--- src/rtl/uart_pkg.sv ---
// Shared UART definitions: FSM encoding, default line rate and bit-period derivation.
// Used by both the receiver and the transmitter.
package uart_pkg;

    localparam int DEFAULT_CLK_HZ = 100_000_000;
    localparam int DEFAULT_BAUD   = 115200;

    typedef enum logic [1:0] {
        ST_IDLE  = 2'd0,
        ST_START = 2'd1,
        ST_DATA  = 2'd2,
        ST_STOP  = 2'd3
    } uart_state_t;

    // Integer division; any fractional remainder shows up as a small per-frame drift.
    function automatic int clks_per_bit(input int clk_hz, input int baud);
        return clk_hz / baud;
    endfunction

endpackage

--- src/rtl/uart_rx_if.sv ---
// Byte-side handshake of the UART receiver: valid/ready data path plus error pulses.
interface uart_rx_if;
    logic [7:0] data;
    logic       data_valid;
    logic       data_ready;
    logic       frame_err;
    logic       overrun;

    modport master (output data, output data_valid, output frame_err, output overrun,
                    input  data_ready);
    modport slave  (input  data, input  data_valid, input  frame_err, input  overrun,
                    output data_ready);
endinterface

--- src/rtl/sync_2ff.sv ---
// Two-flop synchronizer for a single asynchronous bit; reset value selectable so an
// idle-high line does not look like an edge coming out of reset.
module sync_2ff #(
    parameter logic RST_VAL = 1'b0
) (
    input  logic clk,
    input  logic srst,
    input  logic d,
    output logic q
);
    logic meta_reg;
    logic sync_reg;

    always_ff @(posedge clk) begin
        if (srst) begin
            meta_reg <= RST_VAL;
            sync_reg <= RST_VAL;
        end else begin
            meta_reg <= d;
            sync_reg <= meta_reg;
        end
    end

    assign q = sync_reg;
endmodule

--- src/rtl/uart_rx.sv ---
// 8N1 UART receiver: mid-bit sampling from a falling-edge start, one-deep holding
// register with valid/ready handshake, frame-error and overrun pulses.
module uart_rx
    import uart_pkg::*;
#(
    parameter int CLK_HZ = DEFAULT_CLK_HZ,
    parameter int BAUD   = DEFAULT_BAUD
) (
    input  logic     clk,
    input  logic     reset,
    input  logic     rx,
    uart_rx_if.master bus
);
    localparam int CLKS_PER_BIT = clks_per_bit(CLK_HZ, BAUD);
    localparam int HALF_BIT     = CLKS_PER_BIT / 2;
    localparam int CNT_W        = (CLKS_PER_BIT > 2) ? $clog2(CLKS_PER_BIT) : 1;
    localparam logic [CNT_W-1:0] BIT_LAST  = CNT_W'(CLKS_PER_BIT - 1);
    localparam logic [CNT_W-1:0] HALF_LAST = CNT_W'(HALF_BIT - 1);

    logic             rxs;
    logic             rxs_prev_reg;
    uart_state_t      state_reg, state_next;
    logic [CNT_W-1:0] cnt_reg, cnt_next;
    logic [2:0]       idx_reg, idx_next;
    logic [7:0]       shift_reg, shift_next;
    logic [7:0]       data_reg;
    logic             data_valid_reg;
    logic             frame_err_reg;
    logic             overrun_reg;
    logic             bit_end;
    logic             capture;
    logic             stop_sample;
    logic             byte_done;
    logic             stop_low;

    sync_2ff #(.RST_VAL(1'b1)) u_sync (
        .clk  (clk),
        .srst (reset),
        .d    (rx),
        .q    (rxs)
    );

    assign bit_end = (cnt_reg == BIT_LAST);

    always_ff @(posedge clk) begin
        if (reset) begin
            state_reg    <= ST_IDLE;
            cnt_reg      <= '0;
            idx_reg      <= '0;
            shift_reg    <= '0;
            rxs_prev_reg <= 1'b1;
        end else begin
            state_reg    <= state_next;
            cnt_reg      <= cnt_next;
            idx_reg      <= idx_next;
            shift_reg    <= shift_next;
            rxs_prev_reg <= rxs;
        end
    end

    always_comb begin
        state_next = state_reg;
        cnt_next   = cnt_reg;
        idx_next   = idx_reg;
        unique case (state_reg)
            // Edge detect (not level) so a line stuck low cannot restart a frame.
            ST_IDLE: begin
                if (rxs_prev_reg && !rxs) begin
                    state_next = ST_START;
                    cnt_next   = '0;
                end
            end
            ST_START: begin
                if (cnt_reg == HALF_LAST) begin
                    cnt_next   = '0;
                    idx_next   = '0;
                    state_next = rxs ? ST_IDLE : ST_DATA;
                end else begin
                    cnt_next = cnt_reg + CNT_W'(1);
                end
            end
            ST_DATA: begin
                if (bit_end) begin
                    cnt_next = '0;
                    if (idx_reg == 3'd7) begin
                        state_next = ST_STOP;
                    end else begin
                        idx_next = idx_reg + 3'd1;
                    end
                end else begin
                    cnt_next = cnt_reg + CNT_W'(1);
                end
            end
            ST_STOP: begin
                if (bit_end) begin
                    cnt_next   = '0;
                    state_next = ST_IDLE;
                end else begin
                    cnt_next = cnt_reg + CNT_W'(1);
                end
            end
            default: state_next = ST_IDLE;
        endcase
    end

    always_comb begin
        capture     = 1'b0;
        stop_sample = 1'b0;
        case (state_reg)
            ST_DATA: capture     = bit_end;
            ST_STOP: stop_sample = bit_end;
            default: ;
        endcase
    end

    generate
        for (genvar gi = 0; gi < 8; gi++) begin : g_shift
            assign shift_next[gi] = (capture && (idx_reg == 3'(gi))) ? rxs : shift_reg[gi];
        end
    endgenerate

    assign byte_done = stop_sample & rxs;
    assign stop_low  = stop_sample & ~rxs;

    // A completion coinciding with a consume refills the register without a gap.
    always_ff @(posedge clk) begin
        if (reset) begin
            data_reg       <= 8'h00;
            data_valid_reg <= 1'b0;
            frame_err_reg  <= 1'b0;
            overrun_reg    <= 1'b0;
        end else begin
            frame_err_reg <= stop_low;
            overrun_reg   <= byte_done & data_valid_reg & ~bus.data_ready;
            if (byte_done && (!data_valid_reg || bus.data_ready)) begin
                data_reg       <= shift_reg;
                data_valid_reg <= 1'b1;
            end else if (data_valid_reg && bus.data_ready) begin
                data_valid_reg <= 1'b0;
            end
        end
    end

    assign bus.data       = data_reg;
    assign bus.data_valid = data_valid_reg;
    assign bus.frame_err  = frame_err_reg;
    assign bus.overrun    = overrun_reg;
endmodule

--- src/flat_wrapper.sv ---
// flat-port wrapper written by rule: the top's interface ports become plain ports
module uart_rx_flat import uart_pkg::*;
#(
    parameter int CLK_HZ = DEFAULT_CLK_HZ,
    parameter int BAUD   = DEFAULT_BAUD
)
  (clk, reset, rx, bus_data, bus_data_valid, bus_frame_err, bus_overrun, bus_data_ready);
  uart_rx_if bus_i ();
  input  logic clk;
  input  logic reset;
  input  logic rx;
  output wire logic [$bits(bus_i.data)-1:0] bus_data;
  output wire logic [$bits(bus_i.data_valid)-1:0] bus_data_valid;
  output wire logic [$bits(bus_i.frame_err)-1:0] bus_frame_err;
  output wire logic [$bits(bus_i.overrun)-1:0] bus_overrun;
  input wire logic [$bits(bus_i.data_ready)-1:0] bus_data_ready;
  assign bus_data = bus_i.data;
  assign bus_data_valid = bus_i.data_valid;
  assign bus_frame_err = bus_i.frame_err;
  assign bus_overrun = bus_i.overrun;
  assign bus_i.data_ready = bus_data_ready;
  uart_rx #(.CLK_HZ(CLK_HZ), .BAUD(BAUD)) u_core (.clk(clk), .reset(reset), .rx(rx), .bus(bus_i));
endmodule
--- config.mk ---
export PLATFORM = sky130hd
export DESIGN_NAME = uart_rx_flat
export DESIGN_NICKNAME = d
export VERILOG_FILES = /design/src/rtl/uart_pkg.sv /design/src/rtl/uart_rx_if.sv /design/src/rtl/sync_2ff.sv /design/src/rtl/uart_rx.sv /design/src/flat_wrapper.sv
export SDC_FILE = /design/constraint.sdc
export NUM_CORES = 1
export LEC_CHECK = 0
export ABC_CLOCK_PERIOD_IN_PS = 2400
export CELL_PAD_IN_SITES_DETAIL_PLACEMENT = 1
export CELL_PAD_IN_SITES_GLOBAL_PLACEMENT = 1
export CORE_MARGIN = 4
export CORE_UTILIZATION = 43
export CTS_CLUSTER_SIZE = 14
export DETAILED_ROUTE_END_ITERATION = 10
export PLACE_DENSITY = 0.79
export SETUP_SLACK_MARGIN = 0.02
export SLEW_MARGIN = 20
export SYNTH_ARGS = -nofsm -noshare
export SYNTH_HDL_FRONTEND = slang
export SYNTH_SLANG_ARGS = --single-unit
--- constraint.sdc ---
create_clock -name clk -period 2.4 [get_ports clk]
set_input_delay 0.48 -clock clk [delete_from_list [all_inputs] [get_ports clk]]
set_output_delay 0.48 -clock clk [all_outputs]
set_load 0.03 [all_outputs]
; ---- Yosys cells after proc, flatten, opt, wreduce, memory -nomap -nowiden
; Cells that the tools add are included.
[totals]
regBits = 37
inputBits = 4
output_inout_bits = 11
word_cells = 84
[op_classes]
addsub = 2
n_eq_ne = 18
n_mux = 19
bitwise_logic = 6
n_reduce_logical = 21
[ops]
columns = operator, n
row1 = $mux 10, 3
row2 = $pmux 10 s3, 1
row3 = $eq 3x3->1 const B, 4
row4 = $mux 2, 6
row5 = $logic_and 1x1->1, 11
row6 = $add 10x1->10 const B, 1
row7 = $eq 10x10->1 const B, 1
row8 = $eq 10x9->1 const B, 1
row9 = $ne 2x1->1 const B, 5
row10 = $mux 3, 3
row11 = $pmux 2 s4, 1
row12 = $eq 3x2->1 const B, 2
row13 = $pmux 3 s2, 1
row14 = $reduce_and 5->1, 1
row15 = $and 1x1->1, 4
row16 = $eq 2x2->1 const B, 2
row17 = $mux 1, 4
row18 = $reduce_and 4->1, 1
row19 = $reduce_bool 2->1, 2
row20 = $add 3x1->3 const B, 1
row21 = $eq 3x1->1 const B, 1
row22 = $logic_not 3->1, 1
row23 = $eq 2x1->1 const B, 1
row24 = $logic_not 1->1, 2
row25 = other kinds (5), 6

; ---- Logic depth before layout (Yosys ltp)
[depth]
depth_word = 5
mapped_depth = 8
depth_no_buf = 7

; ---- Cells and area by module
; Synthesis repeated with hierarchy kept, for this count alone.
[hier_totals]
cells_unflattened = 198
area_unflattened_um2 = 1778.0
[by_module_without_submodules]
columns = mod, instances, cells_per_inst, area_each_um2, seq_area_each_um2
row1 = uart_rx, 1, 194, 1725.4, 700.7
row2 = sync_2ff, 1, 4, 52.6, 40.0

; ---- Least setup slack after synthesis
; Ideal clock, no wire load.
[synth_timing]
path_type = reg-to-reg
start = register u_core.cnt_reg[1]
end = register u_core.cnt_reg[3]
setup_time_ns = 0.074
arrival_ns = 1.778
t_required_ns = 2.326
path_slack_ns = 0.547
path_stages_with_launch = 9
n_path_buf = 1
period_less_slack_ns = 1.853
cell_sequence = dfxtp_1 -> inv_1 -> ha_1 -> and4_1 -> a31oi_1 -> o21ba_2 -> buf_6 -> or3_2 -> a31oi_1
[synth_via]
elab_chain_cells = 3
elab_cells_between_ends = 6
cone_classes = 1 x add/sub / 2 x eq/ne / 3 x mux
[synth_rtl]
columns = element, line
row1 = "start, declared", uart_rx.sv:23  ; logic [CNT_W-1:0] cnt_reg, cnt_next;
row2 = "start signal, assigned", uart_rx.sv:54  ; cnt_reg <= cnt_next;
row3 = $add 10x1->10 (tied with other cells), "uart_rx.sv:79, uart_rx.sv:91, uart_rx.sv:99"
row4 = $mux 10 (on tied branches), "uart_rx.sv:83, uart_rx.sv:95, uart_rx.sv:74"
row5 = $pmux 10 s3 (*), uart_rx.sv:65  ; unique case (state_reg)
; Mark *: on every way between the ends. The rest lies on a longest branch, timed or not.
; A chain may end at the register's enable or synchronous reset.

; ---- Worst setup path in the final report
[layout_timing]
start = register u_core.cnt_reg[0]
end = register u_core.state_reg[0]
[layout_via]
elab_chain_cells = 3
elab_cells_between_ends = 6
cone_classes = 5 x eq/ne / 1 x reduce/logical
[layout_rtl]
columns = element, line
row1 = $eq 10x10->1 or $eq 10x9->1 (tied branches), "uart_rx.sv:43, uart_rx.sv:74"
row2 = $ne 2x1->1 (no source line), n/a
row3 = $reduce_and 5->1 (no source line) (*), n/a
row4 = "end signal, assigned", uart_rx.sv:53  ; state_reg <= state_next;
row5 = "end, declared", uart_rx.sv:22  ; uart_state_t state_reg, state_next;
; Marked as above.

==> reports/qor.tcl <==
set qor(result_of_the_run) {finished, final reports clean}
set qor(worst_setup_path_startpoint) {u_core.cnt_reg[0]}
set qor(clk_pin_slew_ps) 80
set qor(postSynthCellCount) 197
set qor(total_leakage_power_nw) 0.7930
set qor(post_synth_num_cell_types) 39
set qor(cts_made_buffers) 5
set qor(max-slew-margin-rel) 0.4544
set qor(htree_num_levels) 2
set qor(synth-seq-area-share) 0.4169
set qor(sequential_cell_area_um2) 740.7
set qor(required_ps) 2630
set qor(num_antenna_cells) 0
set qor(netlist_area_um2) 1777
set qor(gr-usage-met1) 0.2055
set qor(crit_fanout) 11
set qor(final_antenna_net_count) 0
set qor(grt_start_max_net_pins) 23
set qor(number_of_gates_given_a_new_drive_strength_after_cts) 0
set qor(timing_worst_slew_pin_value_ps) 816.8
set qor(insertion_delay_ps) 290
set qor(multi_input_area_um2) 947.2
set qor(vdd_drop_max_uv) 393.2
set qor(timing.critical_path.from_type) {flip-flop}
set qor(post_cts.repair.setup_buffers) 0
set qor(worst_hold_slack_ps) 415.2
set qor(critical_path_sink) {u_core.state_reg[0]}
set qor(pwr_density_cell_nw_per_um2) 550.1
set qor(dpl.hpwl_um) 3110
set qor(clock-sinks) 37
set qor(rows) 23
set qor(synth_enable_flop_cells) 0
set qor(synth-warning-count) 0
set qor(postSynthRegisterBits) 37
set qor(finalCritPeriodShare) 0.8691
set qor(post-route-min-period_ps) 2086
set qor(cts-root-buf) {sky130_fd_sc_hd__clkbuf_8}
set qor(clock_path_buffers) 2
set qor(grt.busiest_layer) {met2}
set qor(rsz_0062_raised_after_global_routing) {false}
set qor(routed_wirelength_um) 4102
set qor(crit_path_end_kind) {flip-flop}
set qor(vias) 1472
set qor(vias_per_cell) 5.618
set qor(post_synth.cell_area_avg_um2) 9.019
set qor(die_w_um) 72.28
set qor(detailedRoute.firstPassIterationCount) 4
set qor(core_region_area_um2) 4000
set qor(gr-usage-met3) 0.03740
set qor(ys.flop_type) {sky130_fd_sc_hd__dfxtp_1}
set qor(gpl.final_weighted_congestion) 0.7944
set qor(largest_register_ffs) 10
set qor(port_buffers) 14
set qor(total_routing_usage_gr) 0.1775
set qor(antenna_violations_before_repair) 0
set qor(syn_nets) 209
set qor(wire_length_of_the_first_global_routing_pass_um) 7210
set qor(worst_hold_path_type) {reg -> reg}
set qor(fill_cells) 472
set qor(proportion_of_register_bits_with_asynchronous_set_or_reset_after_synthesis) 0
set qor(crit-reg2reg-capture) {u_core.state_reg[0]}
set qor(number_of_failing_hold_endpoints_at_the_final_stage) 0
set qor(clock.fmax_mhz) 479.4
set qor(drt_iter0_drc) 28
set qor(post_synth_main_area_contributors) {sky130_fd_sc_hd__dfxtp_1 42%, sky130_fd_sc_hd__mux2i_1 8.5%, sky130_fd_sc_hd__ha_1 5.6%}
set qor(worst-r2r-cell-count) 6
set qor(dieHeight_um) 72.28
set qor(num_io_pins) 15
set qor(synth_top_area_share) 0.4169
set qor(grt_ovf) 0
set qor(yosysTopAreaCell) {sky130_fd_sc_hd__dfxtp_1}
set qor(r2r_path_start) {u_core.cnt_reg[0]}
set qor(post_route_cells_drive_above_1_share) 0.1132
set qor(grt_pass1_vias) 1520
set qor(die-area_um2) 5224
set qor(initial_core_util) 0.4442
set qor(final-max-slew-violation-count) 0
set qor(clock-skew-final_ps) 4.749
set qor(drcViolationCount) 0
set qor(hold_buffers) 0
set qor(startpoint_to_endpoint_class_of_the_critical_path) {reg -> reg}
set qor(tritoncts) {built}
set qor(worstPathArrival_ps) 2310
set qor(syn2layout_area_growth_pct) 14.58
set qor(max_cap_viol_count) 0
set qor(finalSetupViolations) 0
set qor(flop_to_flop_setup_slack_ps) 310
set qor(setup_total_negative_slack_ps) 0
set qor(routed_wire_length_per_instance_um) 15.66
set qor(grt_use_met2) 0.3145
set qor(design.final.nets) 223
==> report_power, final <==
group | leakage [nW] | switching [mW] | total, mW | internal [mW]
Combinational | 0.443 | 0.0217 | 0.0364 | 0.0147
Sequential | 0.299 | 0.00533 | 0.622 | 0.617
Clock | 0.0512 | 0.229 | 0.462 | 0.233
Total | 0.793 | 0.256 | 1.12 | 0.864
==> critical path, stage by stage, from the launching register on <==
cell,delay [ps]
sky130_fd_sc_hd__dfxtp_1,430
sky130_fd_sc_hd__ha_1,260
sky130_fd_sc_hd__nand4bb_2,210
sky130_fd_sc_hd__nor3_4,260
sky130_fd_sc_hd__o21bai_1,310
sky130_fd_sc_hd__or3_1,440
sky130_fd_sc_hd__a21oi_1,120
==> cell usage after synthesis, types with 2 or more instances <==
library cell                n
sky130_fd_sc_hd__o21ba_2    2
sky130_fd_sc_hd__ha_1       8
sky130_fd_sc_hd__nand2_1   20
sky130_fd_sc_hd__or3_2      2
sky130_fd_sc_hd__a21oi_1    8
sky130_fd_sc_hd__nand3b_1   2
sky130_fd_sc_hd__and3_1     5
sky130_fd_sc_hd__clkbuf_1   5
sky130_fd_sc_hd__inv_1      7
sky130_fd_sc_hd__nor4_1     2
sky130_fd_sc_hd__or2_2      4
sky130_fd_sc_hd__buf_2      2
sky130_fd_sc_hd__nor3b_1    2
sky130_fd_sc_hd__nand2b_1   3
sky130_fd_sc_hd__mux2i_1   15
sky130_fd_sc_hd__nand3_1   16
sky130_fd_sc_hd__nand4_1    2
sky130_fd_sc_hd__or3_1      7
sky130_fd_sc_hd__nor4b_1    3
sky130_fd_sc_hd__a31oi_1    6
sky130_fd_sc_hd__dfxtp_1   37
sky130_fd_sc_hd__o21ai_0    2
sky130_fd_sc_hd__nor2_1    17
sky130_fd_sc_hd__nor3_1     3
sky130_fd_sc_hd__buf_6      3
==> final cells by class <==
cell class                      instances  share of cell area
Clock buffer                            6             0.04057
Inverter                                7             0.01291
Clock inverter                          2            0.006761
Multi-Input combinational cell        143              0.4653
Sequential cell                        37              0.3639
Tap cell                               50             0.03073
Timing Repair Buffer                   17             0.07990
==> stage by stage <==
stage | cell area, um2 | utilization | power, mW | setup WS (ps) | instances
after global placement | 1939 | 0.4848 | 0.6715 | 427.9 | 254
after CTS | 2036 | 0.5089 | 1.130 | 313.3 | 262
after detailed placement | 1939 | 0.4848 | 0.6730 | 349.7 | 254
after global routing | 2036 | 0.5089 | 1.157 | 137.8 | 262
after floorplan | 1777 | - | 0.6601 | 547.4 | 197
final | 2036 | 0.5089 | 1.120 | 314.2 | 262
==> worst min path at each step <==
stage / startpoint / end / slack [ps] / depth (start not counted)
after detailed placement: u_core.u_sync.meta_reg / u_core.u_sync.q / 400 / 1
after global placement: u_core.u_sync.meta_reg / u_core.u_sync.q / 400 / 1
after global routing: u_core.u_sync.meta_reg / u_core.u_sync.q / 430 / 1
after floorplan: u_core.u_sync.meta_reg / u_core.u_sync.q / 390 / 1
after CTS: u_core.u_sync.meta_reg / u_core.u_sync.q / 420 / 1
final: u_core.u_sync.meta_reg / u_core.u_sync.q / 420 / 1
==> kinds of logic (layout without fill, tap and decap cells) <==
| kind of cell | count (synthesis) | in the layout | synth area share |
|---|---|---|---|
| AOI/OAI and AO/OA | 23 | 23 | 0.08099 |
| and+or+nand+nor | 97 | 97 | 0.3113 |
| buffers and inverters | 17 | 32 | 0.05000 |
| adders and majority gates | 8 | 8 | 0.05634 |
| DFF | 37 | 37 | 0.4169 |
| muxes | 15 | 15 | 0.08450 |
==> cells in the final DEF, fill, tap and decap left out, types with 6 or more instances in the layout <==
| cell type | synthesis | final |
|---|---|---|
| sky130_fd_sc_hd__or3_1 | 7 | 7 |
| sky130_fd_sc_hd__mux2i_1 | 15 | 15 |
| sky130_fd_sc_hd__a21oi_1 | 8 | 8 |
| sky130_fd_sc_hd__dfxtp_1 | 37 | 37 |
| sky130_fd_sc_hd__ha_1 | 8 | 8 |
| sky130_fd_sc_hd__a31oi_1 | 6 | 6 |
| sky130_fd_sc_hd__nor2_1 | 17 | 17 |
| sky130_fd_sc_hd__nand2_1 | 20 | 20 |
| sky130_fd_sc_hd__inv_1 | 7 | 7 |
| sky130_fd_sc_hd__nand3_1 | 16 | 16 |
| sky130_fd_sc_hd__clkbuf_8 | 0 | 6 |
| sky130_fd_sc_hd__clkdlybuf4s50_1 | 0 | 14 |
==> metal layers <==
| metal | part of all wire | up-vias |
|---|---|---|
| met3 | 0.030 | 7 |
| met5 | 0 | - |
| met2 | 0.53 | 22 |
| met4 | 0.020 | 0 |
| met1 | 0.42 | 720 |
| li1 | - | 723 |
(Power assumes the default switching activity.)
